File: src/rtl/resp_manager_pkg.sv
// resp_manager_pkg: shared frame default and FSM state encoding for resp_manager
package resp_manager_pkg;
  localparam int FRAME_BYTES_DEF = 4;
  typedef enum logic [1:0] {IDLE = 2'd0, LOAD = 2'd1, WAIT = 2'd2, DONE = 2'd3} state_t;
endpackage

File: src/rtl/resp_manager_toggle_edge_detect.sv
// resp_manager_toggle_edge_detect: toggled=1 while d differs from its last sampled value (clk, reset, en, d -> toggled)
module resp_manager_toggle_edge_detect (
  input  logic clk,
  input  logic reset,
  input  logic en,
  input  logic d,
  output logic toggled
);
  logic q;
  always_ff @(posedge clk or posedge reset)
    if (reset) q <= 1'b0;
    else if (en) q <= d;
  assign toggled = d ^ q;
endmodule

File: src/rtl/resp_manager.sv
// resp_manager: serialises resp_frame into toggle-handshaked bytes (frame_valid/frame_ready in, out_byte/byte_strobe/byte_taken link, busy/frame_done status)
module resp_manager
  import resp_manager_pkg::*;
#(
  parameter int FRAME_BYTES = FRAME_BYTES_DEF,
  parameter bit MSB_FIRST   = 1'b1
) (
  input  logic                     clk,
  input  logic                     reset,
  input  logic                     en,
  input  logic [8*FRAME_BYTES-1:0] resp_frame,
  input  logic                     frame_valid,
  output logic                     frame_ready,
  output logic [7:0]               out_byte,
  output logic                     byte_strobe,
  input  logic                     byte_taken,
  output logic                     busy,
  output logic                     frame_done
);
  localparam int W  = 8 * FRAME_BYTES;
  localparam int IW = FRAME_BYTES > 1 ? $clog2(FRAME_BYTES) : 1;
  state_t state, state_n;
  logic [W-1:0] sr;
  logic [IW-1:0] idx;
  logic ack, accept, last;
  function automatic logic [7:0] head(input logic [W-1:0] x);
    return MSB_FIRST ? x[W-1 -: 8] : x[7:0];
  endfunction
  function automatic logic [W-1:0] shift(input logic [W-1:0] x);
    return MSB_FIRST ? x << 8 : x >> 8;
  endfunction
  resp_manager_toggle_edge_detect ack_det (
    .clk(clk),
    .reset(reset),
    .en(en && state != LOAD),
    .d(byte_taken),
    .toggled(ack)
  );
  assign frame_ready = state == IDLE;
  assign busy        = state != IDLE;
  assign frame_done  = state == DONE && en;
  assign accept      = frame_valid && frame_ready && en;
  assign last        = idx == IW'(FRAME_BYTES - 1);
  always_comb begin
    state_n = state;
    if (en)
      state_n = state == IDLE ? (frame_valid ? LOAD : IDLE) :
                state == LOAD ? WAIT :
                state == WAIT ? (ack && last ? DONE : WAIT) : IDLE;
  end
  always_ff @(posedge clk or posedge reset)
    if (reset) state <= IDLE;
    else state <= state_n;
  always_ff @(posedge clk or posedge reset)
    if (reset) begin
      sr          <= '0;
      idx         <= '0;
      out_byte    <= 8'h00;
      byte_strobe <= 1'b0;
    end else if (en) begin
      if (accept) begin
        sr  <= resp_frame;
        idx <= '0;
      end else if (state == LOAD) begin
        out_byte    <= head(sr);
        byte_strobe <= ~byte_strobe;
      end else if (state == WAIT && ack && !last) begin
        sr          <= shift(sr);
        idx         <= idx + 1'b1;
        out_byte    <= head(shift(sr));
        byte_strobe <= ~byte_strobe;
      end
    end
endmodule
File: config.mk
export PLATFORM = sky130hd
export DESIGN_NAME = resp_manager
export DESIGN_NICKNAME = d
export VERILOG_FILES = /design/src/rtl/resp_manager_pkg.sv /design/src/rtl/resp_manager_toggle_edge_detect.sv /design/src/rtl/resp_manager.sv
export SDC_FILE = /design/constraint.sdc
export NUM_CORES = 1
export LEC_CHECK = 0
export BUFFER_PORTS_ARGS = -buffer_cell sky130_fd_sc_hd__buf_4
export CORE_MARGIN = 4
export CORE_UTILIZATION = 59
export DETAILED_ROUTE_END_ITERATION = 12
export GPL_TIMING_DRIVEN = 0
export PLACE_DENSITY = 0.85
export SYNTH_ARGS = -nofsm -noshare
export SYNTH_HDL_FRONTEND = slang
export SYNTH_HIERARCHICAL = 1
export SYNTH_SLANG_ARGS = --single-unit
File: constraint.sdc
create_clock -name clk -period 5.4 [get_ports clk]
set_input_delay 1.08 -clock clk [delete_from_list [all_inputs] [get_ports clk]]
set_output_delay 1.08 -clock clk [all_outputs]
set_load 0.05 [all_outputs]
# --- Word level (Yosys, flattened, before mapping) ---
# Cells that the tools add are included.
op_classes:
  n_bitwise: 3
  reduce_logical: 14
  add_sub_neg: 1
  eq_ne: 6
  mux: 15
op_table:
  columns: ["cell", "n"]
  rows:
  - ["$mux 32", 3]
  - ["$mux 8", 2]
  - ["$mux 2", 6]
  - ["$logic_and 1x1->1", 7]
  - ["$eq 2x2->1 const B", 3]
  - ["$reduce_and 3->1", 2]
  - ["$reduce_bool 2->1", 3]
  - ["$mux 1", 4]
  - ["$add 2x1->2 const B", 1]
  - ["$eq 2x1->1 const B", 1]
  - ["$logic_not 2->1", 1]
  - ["$ne 2x1->1 const B", 1]
  - ["$ne 2x2->1 const B", 1]
  - ["$not 1->1", 2]
  - ["$logic_not 1->1", 1]
  - ["$xor 1x1->1", 1]
word_totals:
  ff_bits: 46
  out_inout_bits: 12
  wordCells: 45

# --- Longest topological paths before layout ---
# Gate-level depths: netlist of run 1.
depth:
  word_depth: 6
  mapped_depth: 7
  depth_no_buf: 5

# --- Modules after synthesis ---
# Netlist of run 1, hierarchy kept.
by_module_without_submodules:
  columns: ["module", "area_each_um2", "instances", "cells_per_inst"]
  rows:
  - ["resp_manager", 2449.8, 1, 171]
  - ["resp_manager_toggle_edge_detect", 52.6, 1, 4]

# --- Worst setup path before layout of run 1 ---
# Ideal clock, no wire load.
synth_path:
  path_kind: "reg2out"
  from: "reg state[0]"
  to: "out busy"
  path_stages_with_launch: 4
  path_buffers: 0
  arrival_time_ns: 1.516
  slack_ns: 2.804
  path_cell_list: "dfrtp_1 > inv_1 > ha_1 > inv_1"
synth_between:
  elab_chain_cells: 1
synth_lines:
  columns: ["item", "line", "source"]
  rows:
  - ["start, declared", "resp_manager.sv:22", "state_t state, state_n;"]
  - ["start signal, assigned", "resp_manager.sv:53", "else state <= state_n;"]
  - ["$reduce_bool 2->1", "resp_manager.sv:40", "assign busy = state != IDLE;"]
  - ["end, declared", "resp_manager.sv:17", "output logic busy,"]
# Every way passes these cells.

# --- Worst setup path in the final report of run 1 ---
layout_path:
  from: "in en"
  to: "out frame_done"
layout_between:
  elab_chain_cells: 1
layout_lines:
  columns: ["item", "line", "source"]
  rows:
  - ["start, declared", "resp_manager.sv:10", "input logic en,"]
  - ["$logic_and 1x1->1", "resp_manager.sv:41", "assign frame_done = state == DONE && en;"]
  - ["end, declared", "resp_manager.sv:18", "output logic frame_done"]
# Every way passes these cells.

==> summary.log, run 1 <==
INFO  timing         setup_violations=0
INFO  timing         setup_repair_after_global_routing_missed_its_margin=no
INFO  detailed_routing postRouteAntennaNets=0
INFO  clocking       ctsHoldBuffers=0
INFO  status         outcome=completed
INFO  detailed_routing dr.pass1.iters=4
INFO  placed_design  detailedPlacementHpwl=3.69mm
INFO  detailed_routing detail_route.drc_violations=0
INFO  worst_setup_path worstSetupStartpointType=input port
INFO  clocking       clock_tree.root_cell=sky130_fd_sc_hd__clkbuf_8
INFO  clocking       cts_setup_buffers=0
INFO  grt            antenna_found_initial=0
INFO  worst_setup_path arrival=1.54ns
INFO  worst_setup_path worst_ep_required_time=4.32ns
INFO  pwr            power_frac_clock=15.3%
INFO  clocking       cts.htree.levels=2
INFO  clocking       clk_transition_reported_paths=0.08ns
INFO  timing         worst_clock_skew=0.00556ns
INFO  timing         report.final.hold_viol_count=0
INFO  yosys          post_synth.cell_area_avg=14.3um^2
INFO  clocking       cts_tree=yes
INFO  layout         layout-drive-gt1-share=57.6%
INFO  detailed_routing vias_per_cell=5.39
INFO  floorplan      floorplan.die.height=73.1um
INFO  grt            grt_usage=20.3%
INFO  floorplan      boundaryPins=49
INFO  timing         maxSlewViolCount=0
INFO  clocking       tritoncts_num_sinks=46
INFO  placed_design  globalplace.congestion=0.810
INFO  detailed_routing wl_per_cell=17.8um
INFO  placed_design  port-buffer-count=48
INFO  timing         finalCriticalPeriod=2.62ns
INFO  worst_setup_path r2r_slack=3.32ns
INFO  min_path       min_path_type=flop to flop
INFO  yosys          syn-num-nets=217
INFO  clocking       clk-insertion-delay-late=0.30ns
INFO  grt            pin_count_of_the_biggest_net_entering_global_routing=46
INFO  grt            via_count_of_the_first_global_routing_pass=1696
INFO  layout         syn_to_final_growth=21.3%
INFO  pwr            netSwitchingFraction=36.5%
INFO  worst_setup_path worstSetupEndpointType=output pin
INFO  grt            overflow=0
INFO  pwr            sequentialPowerShare=35.3%
INFO  timing         max_slew_headroom_at_the_worst_pin=38.6%
INFO  pwr            total_switching_power=605uW
INFO  pwr            power_frac_comb=49.4%
INFO  layout         postLayoutCoreUtil=74.8%
INFO  yosys          syn_inst=175
INFO  worst_setup_path critPathMaxFanout=7
INFO  yosys          synth_cell_type_count=23
INFO  pwr            total_leakage_power=1.53nW
INFO  layout         design.final.nets=272
INFO  pwr            power_density=546mW/mm^2
INFO  floorplan      num_rows=23
INFO  yosys          yosys_register_bits=46
INFO  detailed_routing drt-initial-drc-count=106
INFO  floorplan      placeableCoreArea=0.00406mm^2
INFO  run            maxCapViolCount=0
INFO  detailed_routing via_count=1514
INFO  floorplan      floorplan.die_area=0.00535mm^2
INFO  clocking       post_cts_resize_count=0
INFO  yosys          yosysSeqAreaShare=46.0%
INFO  clocking       cts.path.max_buffers=2
INFO  timing         fmax=382MHz
INFO  yosys          synth_warnings=6
INFO  timing         worst-slew-pin-transition=0.920ns
INFO  timing         share_of_the_clock_period_used_by_the_worst_path=48.5%
INFO  worst_setup_path crit_type=input port to output pin
INFO  pwr            p_int=1.05mW
INFO  pwr            max-vdd-ir-drop=0.000243V
INFO  grt            first_pass_grt_wire_length=8.18mm
INFO  floorplan      chipWidth=73.1um
INFO  placed_design  place_area=0.00293mm^2
INFO  yosys          cell_area_synth=0.00250mm^2
INFO  floorplan      start_util=61.7%
INFO  clocking       cts-buffers-inserted=5
INFO  timing         fin_tns_setup=0ns
INFO  layout         design_area=0.00304mm^2
INFO  layout         antenna-diode-count=0
INFO  detailed_routing routed_wirelength=5.00mm
[metrics by stage]
stage / hold slack, ns / setup slack, ns / std cells / total power [mW]
after floorplan: 0.475 / 2.80 / 175 / 1.21
after global placement: 0.457 / 2.70 / 273 / 1.36
after detailed placement: 0.468 / 2.63 / 273 / 1.41
after CTS: 0.482 / 2.78 / 281 / 1.67
after global routing: 0.510 / 2.75 / 281 / 1.74
final: 0.473 / 2.78 / 281 / 1.66
[cell usage in the layout, fill, tap and decap left out, types with 2 or more instances in the layout]
master	Yosys	final
sky130_fd_sc_hd__clkbuf_8	0	5
sky130_fd_sc_hd__buf_12	2	2
sky130_fd_sc_hd__mux2_2	35	35
sky130_fd_sc_hd__o21ai_0	2	2
sky130_fd_sc_hd__inv_1	16	15
sky130_fd_sc_hd__xor2_1	2	2
sky130_fd_sc_hd__ha_1	5	5
sky130_fd_sc_hd__nand2_1	11	11
sky130_fd_sc_hd__buf_4	3	51
sky130_fd_sc_hd__mux2i_1	9	9
sky130_fd_sc_hd__mux2_4	31	31
sky130_fd_sc_hd__dfrtp_1	46	46
sky130_fd_sc_hd__nor2_1	2	2
[cell type report]
type                       count  area [um^2]
sequential                    46         1150
multi-input combinational    106         1200
fill                         255         1020
tap                           50         62.6
clock inverter                 2         37.5
timing repair buffer          48          360
inverter                      16         60.1
buffer                         7         88.8
clock buffer                   6         72.6
[power groups by stage]
| stage | clock network (mW) | logic (mW) | registers [mW] |
|---|---|---|---|
| 3_5_place_dp | 0 | 0.820 | 0.592 |
| 6_report | 0.254 | 0.819 | 0.585 |
| 2_1_floorplan | 0 | 0.537 | 0.671 |
| 5_1_grt | 0.269 | 0.870 | 0.604 |
| 4_1_cts | 0.256 | 0.828 | 0.587 |
| 3_3_place_gp | 0 | 0.786 | 0.573 |
[layer usage]
metal | track usage, % | vias up | wire length [um]
li1 | - | 710 | -
met1 | 25.6 | 755 | 2030
met2 | 35.6 | 42 | 2660
met3 | 3.86 | 7 | 249
met4 | 4.92 | 0 | 53
met5 | 0 | - | 0
[cells by family (layout without fill, tap and decap cells)]
kind of cell,Yosys count,after routing,share of synthesized area (%)
AOI/OAI and AO/OA,5,5,2.40
DFF,46,46,46.0
adders and majority gates,5,5,2.50
xor gates and xnor gates,2,2,0.700
buffers and inverters,23,79,5.95
and+or+nand+nor,19,19,4.50
muxes,75,75,38.0
[Yosys cell counts]
cell,number,share of area (%)
sky130_fd_sc_hd__mux2_4,31,19
sky130_fd_sc_hd__a21boi_4,1,0.75
sky130_fd_sc_hd__buf_12,2,1.6
sky130_fd_sc_hd__nand3b_4,1,0.80
sky130_fd_sc_hd__and2b_1,1,0.30
sky130_fd_sc_hd__dfrtp_1,46,46
sky130_fd_sc_hd__nor2_1,2,0.30
sky130_fd_sc_hd__and2_1,1,0.25
sky130_fd_sc_hd__buf_6,1,0.45
sky130_fd_sc_hd__nand2_1,11,1.7
sky130_fd_sc_hd__inv_1,16,2.4
sky130_fd_sc_hd__mux2_2,35,16
sky130_fd_sc_hd__o21ai_0,2,0.40
sky130_fd_sc_hd__and3_1,1,0.25
sky130_fd_sc_hd__mux2i_1,9,3.6
sky130_fd_sc_hd__nand3_4,1,0.70
sky130_fd_sc_hd__ha_1,5,2.5
sky130_fd_sc_hd__nand4_1,1,0.25
sky130_fd_sc_hd__xor2_1,2,0.70
sky130_fd_sc_hd__buf_4,3,0.90
sky130_fd_sc_hd__a21oi_1,1,0.20
sky130_fd_sc_hd__a221oi_4,1,1.1
sky130_fd_sc_hd__buf_8,1,0.60
[sequential cells by signal, summed over array words and instances (netlist names)]
| name | cells |
|---|---|
| ack_det/q | 1 |
| idx | 2 |
| out_byte | 8 |
| byte_strobe | 1 |
| sr | 32 |
| state | 2 |
[worst max-delay path, cell delays in order]
cell	delay [ns]
sky130_fd_sc_hd__buf_4	0.14
sky130_fd_sc_hd__and2_1	0.13
sky130_fd_sc_hd__buf_4	0.18
[final timing paths]
kind	from	end	cells past startpoint
min in group asynchronous	reset	ack_det/q	2
min reg2reg	byte_strobe	byte_strobe	1
max	en	frame_done	3
max reg2reg	state[1]	out_byte[2]	6
min	byte_strobe	byte_strobe	1
max in group asynchronous	reset	idx[0]	2
Note: power is estimated with default switching activity, not from simulation.
==> run 2, diff against run 1 <==
--- a/config.mk
+++ b/config.mk
@@ -7,10 +7,10 @@
 export LEC_CHECK = 0
 export BUFFER_PORTS_ARGS = -buffer_cell sky130_fd_sc_hd__buf_4
 export CORE_MARGIN = 4
-export CORE_UTILIZATION = 59
+export CORE_UTILIZATION = 55
 export DETAILED_ROUTE_END_ITERATION = 12
 export GPL_TIMING_DRIVEN = 0
-export PLACE_DENSITY = 0.85
+export PLACE_DENSITY = 0.8
 export SYNTH_ARGS = -nofsm -noshare
 export SYNTH_HDL_FRONTEND = slang
 export SYNTH_HIERARCHICAL = 1
==> constraint.sdc (replaced) <==
create_clock -name clk -period 2.65 [get_ports clk]
set_input_delay 0.53 -clock clk [delete_from_list [all_inputs] [get_ports clk]]
set_output_delay 0.53 -clock clk [all_outputs]
set_load 0.05 [all_outputs]
==> summary.log, run 2 (synthesis results as in run 1) <==
INFO  worst_setup_path crit_path_frequent_cell=sky130_fd_sc_hd__inv_1
INFO  grt            overflow=0 [unchanged]
INFO  clocking       cts.htree.levels=2 [unchanged]
INFO  grt            first_pass_grt_wire_length=7.47mm [-8.7%]
INFO  clocking       clock_tree.root_cell=sky130_fd_sc_hd__clkbuf_8
INFO  clocking       cts.path.max_buffers=2 [unchanged]
INFO  pwr            total_leakage_power=1.52nW [-0.24%]
INFO  worst_setup_path ff_to_ff_start=state[1]
INFO  clocking       cts_setup_buffers=0 [unchanged]
INFO  layout         syn_to_final_growth=20.8%
INFO  timing         max_slew_headroom_at_the_worst_pin=55.8% [+17 points]
INFO  detailed_routing vias_per_cell=5.20 [-3.4%]
INFO  timing         worst_clock_skew=0.00601ns [+0.000453 ns]
INFO  floorplan      placeableCoreArea=0.00438mm^2 [+8.0%]
INFO  placed_design  port-buffer-count=48 [unchanged]
INFO  floorplan      num_rows=24 [+4.3%]
INFO  worst_setup_path worstSetupEndpointType=flop
INFO  timing         fmax=484MHz
INFO  clocking       ctsHoldBuffers=0 [unchanged]
INFO  clocking       cts-buffers-inserted=5 [unchanged]
INFO  worst_setup_path critPathMaxStageDelay=0.59ns [+0.41 ns]
INFO  timing         finalCriticalPeriod=2.07ns
INFO  layout         layout-drive-gt1-share=57.1% [-0.43 points]
INFO  timing         hold_slack=0.0721ns [-0.401 ns]
INFO  floorplan      floorplan.die.height=75.5um [+3.2%]
INFO  floorplan      boundaryPins=49 [unchanged]
INFO  floorplan      floorplan.die_area=0.00569mm^2 [+6.5%]
INFO  grt            grt_usage=18.0% [-2.2 points]
INFO  layout         antenna-diode-count=0 [unchanged]
INFO  clocking       clk-insertion-delay-late=0.30ns [about the same]
INFO  timing         setup_repair_after_global_routing_missed_its_margin=no
INFO  grt            pin_count_of_the_biggest_net_entering_global_routing=42 [-8.7%]
INFO  layout         mostFrequentLayoutCell=sky130_fd_sc_hd__buf_4
INFO  timing         report.final.hold_viol_count=0 [unchanged]
INFO  worst_setup_path timing.critical_path.max_delay_family=compound AO/OA/AOI/OAI gates
INFO  clocking       cts_tree=yes
INFO  pwr            max-vdd-ir-drop=0.000498V [+100%]
INFO  worst_setup_path r2r_slack=0.58ns [-2.74 ns]
INFO  layout         largest_register_ffs=32 [unchanged]
INFO  floorplan      start_util=57.1% [-4.6 points]
INFO  detailed_routing wl_per_cell=16.0um [-10%]
INFO  timing         maxSlewViolCount=0 [unchanged]
INFO  worst_setup_path worstSetupStartpointType=flop
INFO  placed_design  detailedPlacementHpwl=3.29mm [-11%]
INFO  clocking       tritoncts_num_sinks=46 [unchanged]
INFO  layout         reg_top3=sr x32, out_byte x8
INFO  worst_setup_path critPathBufInv=3 [+1]
INFO  grt            antenna_found_initial=0 [unchanged]
INFO  timing         worst-slew-pin-transition=0.662ns [-0.257 ns]
INFO  layout         multiInputGateArea=0.00120mm^2 [unchanged]
INFO  layout         postLayoutCoreUtil=69.0% [-5.8 points]
INFO  worst_setup_path ordered_list_of_cells_on_the_worst_path=inv_1, ha_1, buf_4, inv_1, a221oi_4, mux2_2
INFO  worst_setup_path crit_type=flop to flop
INFO  clocking       post_cts_resize_count=0 [unchanged]
INFO  layout         mostFrequentLayoutCells=sky130_fd_sc_hd__buf_4 (51), sky130_fd_sc_hd__dfrtp_1 (46), sky130_fd_sc_hd__mux2_2 (35)
INFO  grt            via_count_of_the_first_global_routing_pass=1500 [-12%]
INFO  status         outcome=completed
INFO  layout         final-seq-area=0.00115mm^2 [unchanged]
INFO  detailed_routing via_count=1473 [-2.7%]
INFO  layout         design.final.nets=273 [+0.37%]
INFO  detailed_routing drt-initial-drc-count=72 [-32%]
INFO  layout         fillCellCount=331 [+30%]
INFO  detailed_routing detail_route.drc_violations=0 [unchanged]
INFO  worst_setup_path crit_path_top_delay_cell=sky130_fd_sc_hd__a221oi_4
INFO  worst_setup_path worst_ep_required_time=2.83ns [-1.49 ns]
INFO  floorplan      chipWidth=75.5um [+3.2%]
INFO  pwr            power_density=1060mW/mm^2 [+95%]
INFO  worst_setup_path arrival=2.25ns [+0.71 ns]
INFO  placed_design  globalplace.congestion=0.768 [-5.2%]
INFO  timing         fin_tns_setup=0ns [unchanged]
INFO  detailed_routing postRouteAntennaNets=0 [unchanged]
INFO  worst_setup_path startpoint_of_the_worst_setup_timing_path=state[1]
INFO  timing         setup_violations=0 [unchanged]
INFO  min_path       min_path_type=input port to asynchronous set/reset pin
INFO  timing         share_of_the_clock_period_used_by_the_worst_path=78.0%
INFO  detailed_routing routed_wirelength=4.52mm [-9.4%]
INFO  worst_setup_path critPathMaxFanout=10 [+3]
INFO  clocking       clk_transition_reported_paths=0.08ns [about the same]
INFO  layout         top_register=sr
INFO  detailed_routing dr.pass1.iters=4 [unchanged]
INFO  run            maxCapViolCount=0 [unchanged]
-- run 2: worst paths after layout --
path,to,cells past startpoint
min,ack_det/q,2
min in group clk,byte_strobe,1
max in group asynchronous,sr[11],3
max,out_byte[6],6
min reg2reg,byte_strobe,1
max reg2reg,out_byte[6],6
-- run 2: layout make-up --
cell class | count | share of cell area [%]
Clock buffer | 7 | 2.52
Inverter | 16 | 1.99
Buffer | 7 | 2.94
Tap cell | 52 | 2.15
Sequential cell | 46 | 38.1
Timing Repair Buffer | 49 | 12.6
Multi-Input combinational cell | 106 | 39.8
-- run 2: power by group --
part / total (mW) / internal [mW] / leakage [nW] / switching (mW)
sequential: 1.18 / 1.00 / 0.599 / 0.176
combinational: 1.64 / 0.866 / 0.885 / 0.777
clock: 0.401 / 0.182 / 0.0383 / 0.219
total: 3.22 / 2.05 / 1.52 / 1.17
-- run 2: metrics by stage --
step	area [um^2]	cells	total power, mW	setup WS (ns)
final	3020	283	3.22	0.582
after global routing	3020	283	3.43	0.454
after CTS	3020	283	3.25	0.572
after detailed placement	2950	276	2.84	0.446
after global placement	2930	275	2.78	0.435
after floorplan	2500	175	2.46	0.413
-- run 2: routing by layer --
layer | GRT usage (%) | part of all wire, % | wire (um)
met1 | 24.4 | 45 | 2050
met2 | 27.8 | 48 | 2160
met3 | 6.33 | 5.8 | 262
met4 | 4.66 | 1.1 | 48
met5 | 0 | 0 | 0
==> run 3, diff against run 2 <==
--- a/config.mk
+++ b/config.mk
@@ -5,12 +5,13 @@
 export SDC_FILE = /design/constraint.sdc
 export NUM_CORES = 1
 export LEC_CHECK = 0
+export ABC_AREA = 1
 export BUFFER_PORTS_ARGS = -buffer_cell sky130_fd_sc_hd__buf_4
 export CORE_MARGIN = 4
-export CORE_UTILIZATION = 55
+export CORE_UTILIZATION = 50
 export DETAILED_ROUTE_END_ITERATION = 12
 export GPL_TIMING_DRIVEN = 0
-export PLACE_DENSITY = 0.8
+export PLACE_DENSITY = 0.76
 export SYNTH_ARGS = -nofsm -noshare
 export SYNTH_HDL_FRONTEND = slang
 export SYNTH_HIERARCHICAL = 1
==> constraint.sdc (replaced) <==
create_clock -name clk -period 1.8 [get_ports clk]
set_input_delay 0.36 -clock clk [delete_from_list [all_inputs] [get_ports clk]]
set_output_delay 0.36 -clock clk [all_outputs]
set_load 0.05 [all_outputs]
==> summary.log, run 3 <==
INFO  status         outcome=completed
INFO  layout         antenna-diode-count=0 [unchanged]
INFO  timing         setup_repair_after_global_routing_missed_its_margin=no
INFO  placed_design  port-buffer-count=48 [unchanged]
INFO  layout         largest_register_ffs=32 [unchanged]
INFO  yosys          syn_inst=350 [+100%]
INFO  timing         share_of_the_clock_period_used_by_the_worst_path=92.6%
INFO  grt            grt_usage=19.1% [+1.1 points]
INFO  worst_setup_path worstSetupStartpointType=flop
INFO  timing         finalCriticalPeriod=1.67ns
INFO  min_path       min_path_type=input port to flop
INFO  clocking       clk-insertion-delay-late=0.30ns [about the same]
INFO  pwr            power_frac_clock=14.5% [+2.0 points]
INFO  pwr            power_density=1440mW/mm^2 [+35%]
INFO  worst_setup_path timing.critical_path.max_delay_family=flip-flops
INFO  pwr            total_switching_power=1.95mW [+67%]
INFO  clocking       cts.path.max_buffers=2 [unchanged]
INFO  yosys          netlist.top_cell.by_area=sky130_fd_sc_hd__dfrtp_1
INFO  yosys          synth.cells.most_frequent=sky130_fd_sc_hd__nand2_1 (195), sky130_fd_sc_hd__dfrtp_1 (46), sky130_fd_sc_hd__nand3_1 (44)
INFO  yosys          yosys_most_used_dff=sky130_fd_sc_hd__dfrtp_1
INFO  grt            pin_count_of_the_biggest_net_entering_global_routing=28 [-33%]
INFO  yosys          netlist.area_leader.share=45.6% [-0.37 points]
INFO  pwr            power_frac_comb=47.7% [-3.3 points]
INFO  layout         fillCellCount=484 [+46%]
INFO  worst_setup_path crit_path_frequent_cell=sky130_fd_sc_hd__inv_1
INFO  placed_design  place_area=0.00299mm^2 [+1.4%]
INFO  pwr            report.power.total=4.44mW [+38%]
INFO  layout         final-seq-area=0.00115mm^2 [unchanged]
INFO  clocking       cts_tree=yes
INFO  floorplan      num_rows=25 [+4.2%]
INFO  timing         report.final.hold_viol_count=0 [unchanged]
INFO  pwr            max-vdd-ir-drop=0.000680V [+36%]
INFO  worst_setup_path critPathMaxFanout=5 [-5]
INFO  worst_setup_path crit_type=flop to output pin
INFO  yosys          syn-num-nets=392 [+81%]
INFO  detailed_routing dr.pass1.iters=6 [+2]
INFO  clocking       clock_tree.root_cell=sky130_fd_sc_hd__clkbuf_8
INFO  floorplan      floorplan.die.height=79.0um [+4.7%]
INFO  detailed_routing drt-initial-drc-count=113 [+57%]
INFO  worst_setup_path worst_ep_required_time=1.44ns [-1.39 ns]
INFO  clocking       cts-buffers-inserted=5 [unchanged]
INFO  grt            antenna_found_initial=0 [unchanged]
INFO  layout         top_register=sr
INFO  grt            via_count_of_the_first_global_routing_pass=2206 [+47%]
INFO  layout         design.final.nets=449 [+64%]
INFO  timing         fmax=600MHz
INFO  timing         max_slew_headroom_at_the_worst_pin=72.5% [+17 points]
INFO  floorplan      floorplan.die_area=0.00624mm^2 [+9.7%]
INFO  yosys          post_synth.cell_area_avg=7.21um^2 [-50%]
INFO  yosys          synth_warnings=6 [unchanged]
INFO  yosys          synth_enable_flop_cells=0 [unchanged]
INFO  layout         postLayoutCoreUtil=64.2% [-4.8 points]
INFO  floorplan      chipWidth=79.0um [+4.7%]
INFO  yosys          yosysSeqAreaShare=45.6% [-0.37 points]
INFO  placed_design  globalplace.congestion=0.784 [+2.0%]
INFO  timing         worst_clock_skew=0.00645ns [+0.000446 ns]
INFO  timing         worst-slew-pin-transition=0.412ns [-0.250 ns]
INFO  yosys          synth_area_leaders=sky130_fd_sc_hd__dfrtp_1 (46%), sky130_fd_sc_hd__nand2_1 (29%), sky130_fd_sc_hd__nand3_1 (8.7%), sky130_fd_sc_hd__buf_6 (3.6%), sky130_fd_sc_hd__inv_1 (3.1%)
INFO  placed_design  detailedPlacementHpwl=4.15mm [+26%]
INFO  grt            overflow=0 [unchanged]
INFO  layout         mostFrequentLayoutCells=sky130_fd_sc_hd__nand2_1 (194), sky130_fd_sc_hd__buf_4 (49), sky130_fd_sc_hd__dfrtp_1 (46)
INFO  pwr            p_int=2.49mW [+22%]
INFO  layout         multiInputGateArea=0.00115mm^2 [-4.6%]
INFO  detailed_routing detail_route.drc_violations=0 [unchanged]
INFO  floorplan      placeableCoreArea=0.00482mm^2 [+9.9%]
INFO  yosys          async_reset_ff_share=100% [unchanged]
INFO  timing         maxSlewViolCount=0 [unchanged]
INFO  worst_setup_path worstSetupEndpointType=output pin
INFO  run            maxCapViolCount=0 [unchanged]
INFO  detailed_routing wl_per_cell=11.4um [-29%]
INFO  clocking       cts_setup_buffers=0 [unchanged]
INFO  worst_setup_path arrival=1.31ns [-0.94 ns]
INFO  pwr            total_leakage_power=1.85nW [+22%]
INFO  clocking       clk_transition_reported_paths=0.08ns [about the same]
INFO  timing         timing.final.ws_setup=0.132ns [-0.449 ns]
INFO  worst_setup_path ordered_list_of_cells_on_the_worst_path=inv_1, ha_2, inv_1, buf_4
INFO  worst_setup_path critPathMaxStageDelay=0.42ns [-0.17 ns]
INFO  layout         syn_to_final_growth=22.6%
INFO  yosys          yosys_register_bits=46 [unchanged]
INFO  detailed_routing routed_wirelength=5.40mm [+19%]
INFO  clocking       tritoncts_num_sinks=46 [unchanged]
INFO  yosys          cell_area_synth=0.00252mm^2 [+0.80%]
INFO  layout         design_area=0.00309mm^2 [+2.3%]
INFO  clocking       cts.htree.levels=2 [unchanged]
INFO  floorplan      start_util=52.4% [-4.7 points]
INFO  worst_setup_path critPathBufInv=3 [unchanged]
INFO  detailed_routing via_count=2223 [+51%]
INFO  detailed_routing vias_per_cell=4.68 [-10%]
INFO  layout         layout-drive-gt1-share=21.1% [-36 points]
INFO  timing         setup_violations=0 [unchanged]
INFO  layout         reg_top3=sr x32, out_byte x8
INFO  pwr            sequentialPowerShare=37.8% [+1.3 points]
INFO  grt            first_pass_grt_wire_length=9.56mm [+28%]
INFO  floorplan      boundaryPins=49 [unchanged]
INFO  yosys          synth_cell_type_count=18 [-22%]
INFO  detailed_routing postRouteAntennaNets=0 [unchanged]
INFO  placed_design  place_worst_setup_slack=0.144ns [-0.302 ns]
INFO  yosys          post-synth-top-count-cell=sky130_fd_sc_hd__nand2_1
INFO  pwr            netSwitchingFraction=43.9% [+7.5 points]
INFO  worst_setup_path crit_path_top_delay_cell=sky130_fd_sc_hd__dfrtp_1
INFO  timing         fin_tns_setup=0ns [unchanged]
INFO  layout         mostFrequentLayoutCell=sky130_fd_sc_hd__nand2_1
## run 3: cell count changes after synthesis, moves of 7 or more
cell / change
sky130_fd_sc_hd__buf_2: +7
sky130_fd_sc_hd__buf_6: +7
sky130_fd_sc_hd__mux2_2: -35
sky130_fd_sc_hd__mux2_4: -31
sky130_fd_sc_hd__mux2i_1: -9
sky130_fd_sc_hd__nand2_1: +184
sky130_fd_sc_hd__nand3_1: +44
sky130_fd_sc_hd__nor2_1: +7
## run 3: through the flow
step	instances	hold WS (ns)
after floorplan	350	0.0887
after global placement	465	0.213
after detailed placement	466	0.222
after CTS	475	0.271
after global routing	475	0.307
final	475	0.277
## run 3: layout make-up
class	instances	share of cell area, %
Buffer	16	4.29
Clock buffer	7	2.79
Clock inverter	1	0.162
Inverter	25	3.11
Multi-Input combinational cell	263	37.1
Sequential cell	46	37.2
Tap cell	67	2.71
Timing Repair Buffer	50	12.6
## run 3: what timing repair did
action                                  4_1_cts  5_1_grt
endpoints found under the setup margin        0        9
hold buffers                                  1        0
endpoints found under the hold margin         1        0
gates resized for setup                       0        1
## run 3: layer usage
metal  track usage [%]  vias to the layer above  wire length, um  part of all wire [%]
met5                 0                        -                0                     0
met4              6.87                        0               90                   1.7
met3              4.20                        7              230                   4.3
met2              33.6                       45             2710                    50
met1              23.0                      989             2370                    44
li1                  -                     1182                -                     -
## run 3: power groups by stage
stage / combinational [mW] / sequential [mW] / clock [mW]
detailed placement: 2.13 / 1.70 / 0
global route: 2.37 / 1.73 / 0.706
finish: 2.12 / 1.68 / 0.645
global placement: 2.08 / 1.67 / 0
CTS: 2.14 / 1.68 / 0.659
floorplan: 1.28 / 1.98 / 0
## run 3: worst register-to-register path, stage by stage (launching register included)
cell and delay [ns]:
sky130_fd_sc_hd__dfrtp_1 0.42, sky130_fd_sc_hd__inv_1 0.10, sky130_fd_sc_hd__ha_1 0.17, sky130_fd_sc_hd__nand3_1 0.22
sky130_fd_sc_hd__nand2_1 0.16, sky130_fd_sc_hd__nand2_2 0.13, sky130_fd_sc_hd__buf_6 0.17, sky130_fd_sc_hd__nand2_1 0.07
sky130_fd_sc_hd__nand2_1 0.05
## run 3: worst paths after layout
path,slack [ns],start,end,cells after the start
setup / recovery,0.13,state[0],busy,4
hold / removal,0.28,byte_taken,ack_det/q,3
setup reg to reg,0.20,state[0],sr[2],8
hold reg to reg,0.48,out_byte[3],out_byte[3],2
max in group asynchronous,0.70,reset,sr[19],4
min in group asynchronous,0.47,reset,ack_det/q,3
## run 3: logic make-up (layout without fill, tap and decap cells)
family	after synthesis	in the layout	share of synthesized area, %
adder cells (fa/ha/maj)	5	5	2.48
AO/OA/AOI/OAI	2	2	0.843
AND/OR/NAND/NOR	256	256	42.0
buffers and inverters	41	99	9.08
flip-flops	46	46	45.6
